File: src/rtl/ex_arb_pkg.sv
// rtl/ex_arb_pkg.sv - shared types and constants for the ex_ce_arbiter slice
//
// Contents:
//   arb_state_e  - sequencer states (IDLE, ISSUE, WAIT, RESP)
//   DEF_DATA_W   - default datapath word width
//   TO_CNT_W     - width of the WAIT watchdog counter (EX_ARB_TIMEOUT_EN builds)
package ex_arb_pkg;

    typedef enum logic [1:0] {
        IDLE  = 2'd0,
        ISSUE = 2'd1,
        WAIT  = 2'd2,
        RESP  = 2'd3
    } arb_state_e;

    localparam int DEF_DATA_W = 32;
    localparam int TO_CNT_W   = 16;

endpackage

File: src/rtl/ex_rr_pick.sv
// rtl/ex_rr_pick.sv - combinational round-robin selector
//
// Ports:
//   req         in   N_REQ          request lines
//   ptr         in   $clog2(N_REQ)  index of the last winner; search starts at ptr+1
//   grant_valid out  1              at least one request is set
//   grant_id    out  $clog2(N_REQ)  first set request at or after ptr+1, wrapping
module ex_rr_pick #(
    parameter int N_REQ = 4
) (
    input  logic [N_REQ-1:0]         req,
    input  logic [$clog2(N_REQ)-1:0] ptr,
    output logic                     grant_valid,
    output logic [$clog2(N_REQ)-1:0] grant_id
);

    localparam int ID_W = $clog2(N_REQ);

    logic [ID_W-1:0] idx;

    // Walk from the farthest candidate (ptr itself) towards the nearest
    // (ptr+1); the last hit written is therefore the highest-priority one.
    always_comb begin
        grant_valid = 1'b0;
        grant_id    = '0;
        idx         = '0;
        for (int off = N_REQ; off >= 1; off--) begin
            idx = ID_W'((int'(ptr) + off) % N_REQ);
            if (req[idx]) begin
                grant_valid = 1'b1;
                grant_id    = idx;
            end
        end
    end

endmodule

File: src/rtl/ex_ce_arbiter.sv
// rtl/ex_ce_arbiter.sv - round-robin arbiter/sequencer for a shared clock-enabled datapath
//
// One transaction in flight: IDLE (arbitrate) -> ISSUE (ack + dp_ce) -> WAIT
// (first dp_data_valid) -> RESP (resp_valid) -> IDLE.
// Optional feature macro: EX_ARB_TIMEOUT_EN - WAIT watchdog of TIMEOUT cycles,
// aborting with resp_err=1 and resp_data=0. Undefined: WAIT is unbounded and
// resp_err stays 0.
//
// Ports:
//   clk, rst            clock, asynchronous active-low reset
//   req, req_data       request lines and packed words (requester i at [i*DATA_W +: DATA_W])
//   req_ack             one-hot acceptance pulse (ISSUE cycle)
//   dp_ce, dp_data_in   datapath enable pulse and its word (word holds between issues)
//   dp_data_valid/out   datapath result strobe and signed result
//   resp_valid          one-cycle response strobe
//   resp_id/data/err    response tag, result, timeout flag (held until next response)
//   busy                state is not IDLE
module ex_ce_arbiter
    import ex_arb_pkg::*;
#(
    parameter int N_REQ   = 4,
    parameter int DATA_W  = DEF_DATA_W,
    parameter int TIMEOUT = 255
) (
    input  logic                     clk,
    input  logic                     rst,
    input  logic [N_REQ-1:0]         req,
    input  logic [N_REQ*DATA_W-1:0]  req_data,
    output logic [N_REQ-1:0]         req_ack,
    output logic                     dp_ce,
    output logic [DATA_W-1:0]        dp_data_in,
    input  logic                     dp_data_valid,
    input  logic [DATA_W-1:0]        dp_data_out,
    output logic                     resp_valid,
    output logic [$clog2(N_REQ)-1:0] resp_id,
    output logic [DATA_W-1:0]        resp_data,
    output logic                     resp_err,
    output logic                     busy
);

    localparam int ID_W = $clog2(N_REQ);

    arb_state_e        state_q, state_d;
    logic [ID_W-1:0]   ptr_q, ptr_d;
    logic [ID_W-1:0]   id_q, id_d;
    logic [DATA_W-1:0] word_q, word_d;
    logic [ID_W-1:0]   resp_id_q, resp_id_d;
    logic [DATA_W-1:0] resp_data_q, resp_data_d;
    logic              resp_err_q, resp_err_d;

    logic              grant_valid;
    logic [ID_W-1:0]   grant_id;
    logic              timeout_hit;

    ex_rr_pick #(
        .N_REQ (N_REQ)
    ) u_pick (
        .req         (req),
        .ptr         (ptr_q),
        .grant_valid (grant_valid),
        .grant_id    (grant_id)
    );

`ifdef EX_ARB_TIMEOUT_EN
    // Counts completed WAIT cycles; cleared while in ISSUE so it reads 0 on
    // the first WAIT cycle. Abort fires on the TIMEOUT-th WAIT cycle.
    localparam logic [TO_CNT_W-1:0] TO_LAST = TO_CNT_W'(TIMEOUT - 1);

    logic [TO_CNT_W-1:0] cnt_q, cnt_d;

    always_ff @(posedge clk or negedge rst) begin
        if (!rst) begin
            cnt_q <= '0;
        end else begin
            cnt_q <= cnt_d;
        end
    end

    always_comb begin
        cnt_d = cnt_q;
        if (state_q == ISSUE) begin
            cnt_d = '0;
        end else if (state_q == WAIT) begin
            cnt_d = cnt_q + 1'b1;
        end
    end

    assign timeout_hit = (state_q == WAIT) && (cnt_q == TO_LAST);
`else
    assign timeout_hit = 1'b0;
`endif

    // State register
    always_ff @(posedge clk or negedge rst) begin
        if (!rst) begin
            state_q     <= IDLE;
            ptr_q       <= ID_W'(N_REQ - 1);
            id_q        <= '0;
            word_q      <= '0;
            resp_id_q   <= '0;
            resp_data_q <= '0;
            resp_err_q  <= 1'b0;
        end else begin
            state_q     <= state_d;
            ptr_q       <= ptr_d;
            id_q        <= id_d;
            word_q      <= word_d;
            resp_id_q   <= resp_id_d;
            resp_data_q <= resp_data_d;
            resp_err_q  <= resp_err_d;
        end
    end

    // Next-state and captured-data logic
    always_comb begin
        state_d     = state_q;
        ptr_d       = ptr_q;
        id_d        = id_q;
        word_d      = word_q;
        resp_id_d   = resp_id_q;
        resp_data_d = resp_data_q;
        resp_err_d  = resp_err_q;
        case (state_q)
            IDLE: begin
                if (grant_valid) begin
                    state_d = ISSUE;
                    id_d    = grant_id;
                    ptr_d   = grant_id;
                    word_d  = req_data[int'(grant_id)*DATA_W +: DATA_W];
                end
            end
            ISSUE: begin
                state_d = WAIT;
            end
            WAIT: begin
                // Data takes precedence over a coincident timeout.
                if (dp_data_valid) begin
                    state_d     = RESP;
                    resp_id_d   = id_q;
                    resp_data_d = dp_data_out;
                    resp_err_d  = 1'b0;
                end else if (timeout_hit) begin
                    state_d     = RESP;
                    resp_id_d   = id_q;
                    resp_data_d = '0;
                    resp_err_d  = 1'b1;
                end
            end
            RESP: begin
                state_d = IDLE;
            end
            default: begin
                state_d = IDLE;
            end
        endcase
    end

    // Outputs decoded from the current state
    always_comb begin
        req_ack    = '0;
        dp_ce      = 1'b0;
        resp_valid = 1'b0;
        busy       = 1'b0;
        if (state_q == ISSUE) begin
            req_ack[id_q] = 1'b1;
            dp_ce         = 1'b1;
        end
        if (state_q == RESP) begin
            resp_valid = 1'b1;
        end
        if (state_q != IDLE) begin
            busy = 1'b1;
        end
    end

    assign dp_data_in = word_q;
    assign resp_id    = resp_id_q;
    assign resp_data  = resp_data_q;
    assign resp_err   = resp_err_q;

endmodule

File: config.mk
export PLATFORM = sky130hd
export DESIGN_NAME = ex_ce_arbiter
export DESIGN_NICKNAME = d
export VERILOG_FILES = /design/src/rtl/ex_arb_pkg.sv /design/src/rtl/ex_rr_pick.sv /design/src/rtl/ex_ce_arbiter.sv
export SDC_FILE = /design/constraint.sdc
export NUM_CORES = 1
export LEC_CHECK = 0
export BUFFER_PORTS_ARGS = -buffer_cell sky130_fd_sc_hd__buf_2
export CAP_MARGIN = 20
export CORE_MARGIN = 4
export CORE_UTILIZATION = 30
export CTS_CLUSTER_SIZE = 16
export DETAILED_ROUTE_END_ITERATION = 16
export GPL_TIMING_DRIVEN = 1
export HOLD_SLACK_MARGIN = 0.05
export SLEW_MARGIN = 40
export SYNTH_ARGS = -nofsm -noshare
export SYNTH_HDL_FRONTEND = slang
export SYNTH_SLANG_ARGS = --single-unit
File: constraint.sdc
create_clock -name clk -period 2.6 [get_ports clk]
set_input_delay 0.52 -clock clk [delete_from_list [all_inputs] [get_ports clk]]
set_output_delay 0.52 -clock clk [all_outputs]
set_load 0.05 [all_outputs]
==> impl_metrics.toml <==
[timing]
layout_setup_ws_ns = 0.552
finClkSkew_ns = 0.00768
finalHoldViolCount = 0
rsz0062_at_grt = "false"
fmax_ghz = 0.488
finalCriticalPeriod_ns = 2.05
finalSetupViolCount = 0
tns_ns = 0
drv_slew = 0
slew_headroom = 0.560
period_share = 0.788
worst_pin_slew_ns = 0.659
whs_ns = 0.203

[setup_path]
setup.worst_path.start_class = "register"
slowest_delay_ns = 0.39
reg2reg_to = "dp_data_in[14]$_DFFE_PN0P_"
crit_cells = 4
critPathMaxFanout = 5
crit_arrival_ns = 1.53
path_cells = "inv_1 -> ha_1 -> nor3b_2 -> buf_2"
critPathCapture = "req_ack[0]"
timing.rr.start = "ptr_q[0]$_DFFE_PN1P_"
cpMaxStageDelayCell = "dfrtp_1"
worstRegToRegCells = 6
crit_start = "state_q[1]$_DFFE_PN0P_"
crit_buf_inv = 2
required_ns = 2.08
rrSetupSlack_ns = 0.68
critPathCaptureType = "output pin"
critPathKind = "register to output pin"
cpLargestDelayFamily = "buffers and inverters"

[route]
ant_nets = 0
dr.pass1.iters = 5
drt-total-wl_um = 10700
drc_errors = 0
routed_via_density = 4.79
routedWlPerCell_um = 15.5
dr_total_vias = 3315
drt_iter0_drc = 116

[layout]
layout-drive-gt1-share = 0.550
area_delta_synth_final_pct = 44.7
fill_cells = 1165
utilization = 0.442
finalInstanceArea_um2 = 5280
final_cells = 692
nets = 711

[placed_design]
dpl_cell_area_um2 = 4970
gp_congestion = 0.772
place_ws_ns = 0.582
place_hpwl_um = 8050
placedCellCount = 675
port_buffers = 239

[floorplanning]
die_h_um = 118
initial_utilization = 0.305
dieArea_um2 = 14000
num_rows = 40
fp.dieW_um = 118
io_pins = 241
coreArea_um2 = 12000

[clock_network]
clkSinkCount = 72
cts_buffer_depth = 2
htreeDepth = 3
cts_tree = "built"
cts_setup_buffers = 0
hold_buffers = 0
cts_buffers = 9
cts_resized = 0
path_clk_slew_ns = 0.06
insertion_delay_ns = 0.33
clockRootBuffer = "clkbuf_16"

[logic_synthesis]
ys_warn_count = 0
synth_compound_area_frac = 0.0942
synth_nets = 475
ys_ff_latch = 72
synth_top_family_by_area = "multiplexers"
synth.avg_cell_area_um2 = 12.0
synth_xor_xnor_area_share = 0
synth_area_leader_cell = "dfrtp_1"
netlist_instances = 303
synth_top_area_share = 0.480
synth.most_common_cell = "dfrtp_1"
synth_common_cells = "dfrtp_1 (70), mux2i_1 (64), nand2_1 (41)"
yosys.cell_types.count = 27
synth_top_flop_cell = "dfrtp_1"
synth_mux_area_frac = 0.280
ys_top_cells_by_area = "dfrtp_1 (48%), mux2i_1 (18%), mux2_2 (10%)"
synth.yosys.seq_area_share = 0.494
async_reset_ff_frac = 1.00
synthesis.area_um2 = 3650
yosys.area_share.simple = 0.0689
synthAdderAreaFrac = 0.0171
synth-edff-count = 0

[power]
ir_drop_mv = 0.806
power.density_nw_per_um2 = 1490
p_total_mw = 7.86
p_leak_nw = 2.85

[grt]
grt-ovfl-total = 0
antenna_found_initial = 1
grt_pass1_wl_um = 17400
grt_pass1_vias = 3598
grt_use_total = 0.153
grt_max_degree = 73

[min_path]
hp-class = "input port to async pin"

[flow_run]
cap_violations = 0

[status]
status = "finished, final reports clean"
-- layout by cell type, fill, tap and decap left out, drive strengths merged --
| cell type | count |
|---|---|
| buf | 246 |
| dfrtp | 70 |
| mux2i | 64 |
| nand2 | 41 |
| mux2 | 34 |
| o221ai | 32 |
| clkbuf | 12 |
| nor2 | 6 |
| a21oi | 6 |
| inv | 5 |
| ha | 5 |
| nand2b | 4 |
| clkinv | 3 |
| and3 | 2 |
| o21ai | 2 |
| dfstp | 2 |
| nor3 | 2 |
| diode | 1 |
| and3b | 1 |
| nor3b | 1 |
| o32a | 1 |
| o22ai | 1 |
| o21bai | 1 |
| or2 | 1 |
| conb | 1 |
| bufinv | 1 |
-- cells by family after synthesis --
family | Yosys count
buf+inv | 26
fa+ha+maj | 5
simple gates | 58
other cells | 1
compound gates | 43
mux | 98
flops | 72
-- sequential cells by signal, indices dropped and copies added, names as in the netlist --
name	count
dp_data_in	32
id_q	2
ptr_q	2
resp_data	32
resp_id	2
state_q	2
-- area by class of cell --
type                    instances  area, um2  area share
diodes                          1       2.50    0.000474
multi-input cells             205       1700       0.321
clock buffers                  12        256      0.0486
inverters                       5       18.8     0.00355
repair buffers                246       1270       0.240
flip-flops and latches         72       1800       0.342
well taps                     147        184      0.0348
clock inverters                 4       52.6     0.00995
-- layer usage --
| metal | routed length, um | global-route usage |
|---|---|---|
| met4 | 249 | 0.0733 |
| met1 | 4290 | 0.174 |
| met5 | 0 | 0 |
| met2 | 5510 | 0.267 |
| met3 | 668 | 0.0378 |
-- worst reg2reg max path: cells and delay by family, from the launching register on --
| family | cells | cell delay (ns) |
|---|---|---|
| flops | 1 | 0.54 |
| simple gates | 2 | 0.36 |
| mux | 1 | 0.33 |
| buf+inv | 1 | 0.31 |
| compound gates | 2 | 0.24 |
-- how the worst min path moves through the flow --
stage                                            end  cells past startpoint
final                       resp_data[7]$_DFFE_PN0P_                      1
after CTS                   resp_data[7]$_DFFE_PN0P_                      1
after detailed placement  dp_data_in[18]$_DFFE_PN0P_                      2
after global routing        resp_data[7]$_DFFE_PN0P_                      1
after floorplan            dp_data_in[0]$_DFFE_PN0P_                      0
after global placement    dp_data_in[17]$_DFFE_PN0P_                      2
-- power by group --
group / switching [mW] / leakage [nW] / internal, mW
logic: 3.22 / 1.83 / 1.37
registers: 0.297 / 0.865 / 1.71
clock network: 0.464 / 0.153 / 0.797
No activity file was read; power rests on OpenSTA's default activity.
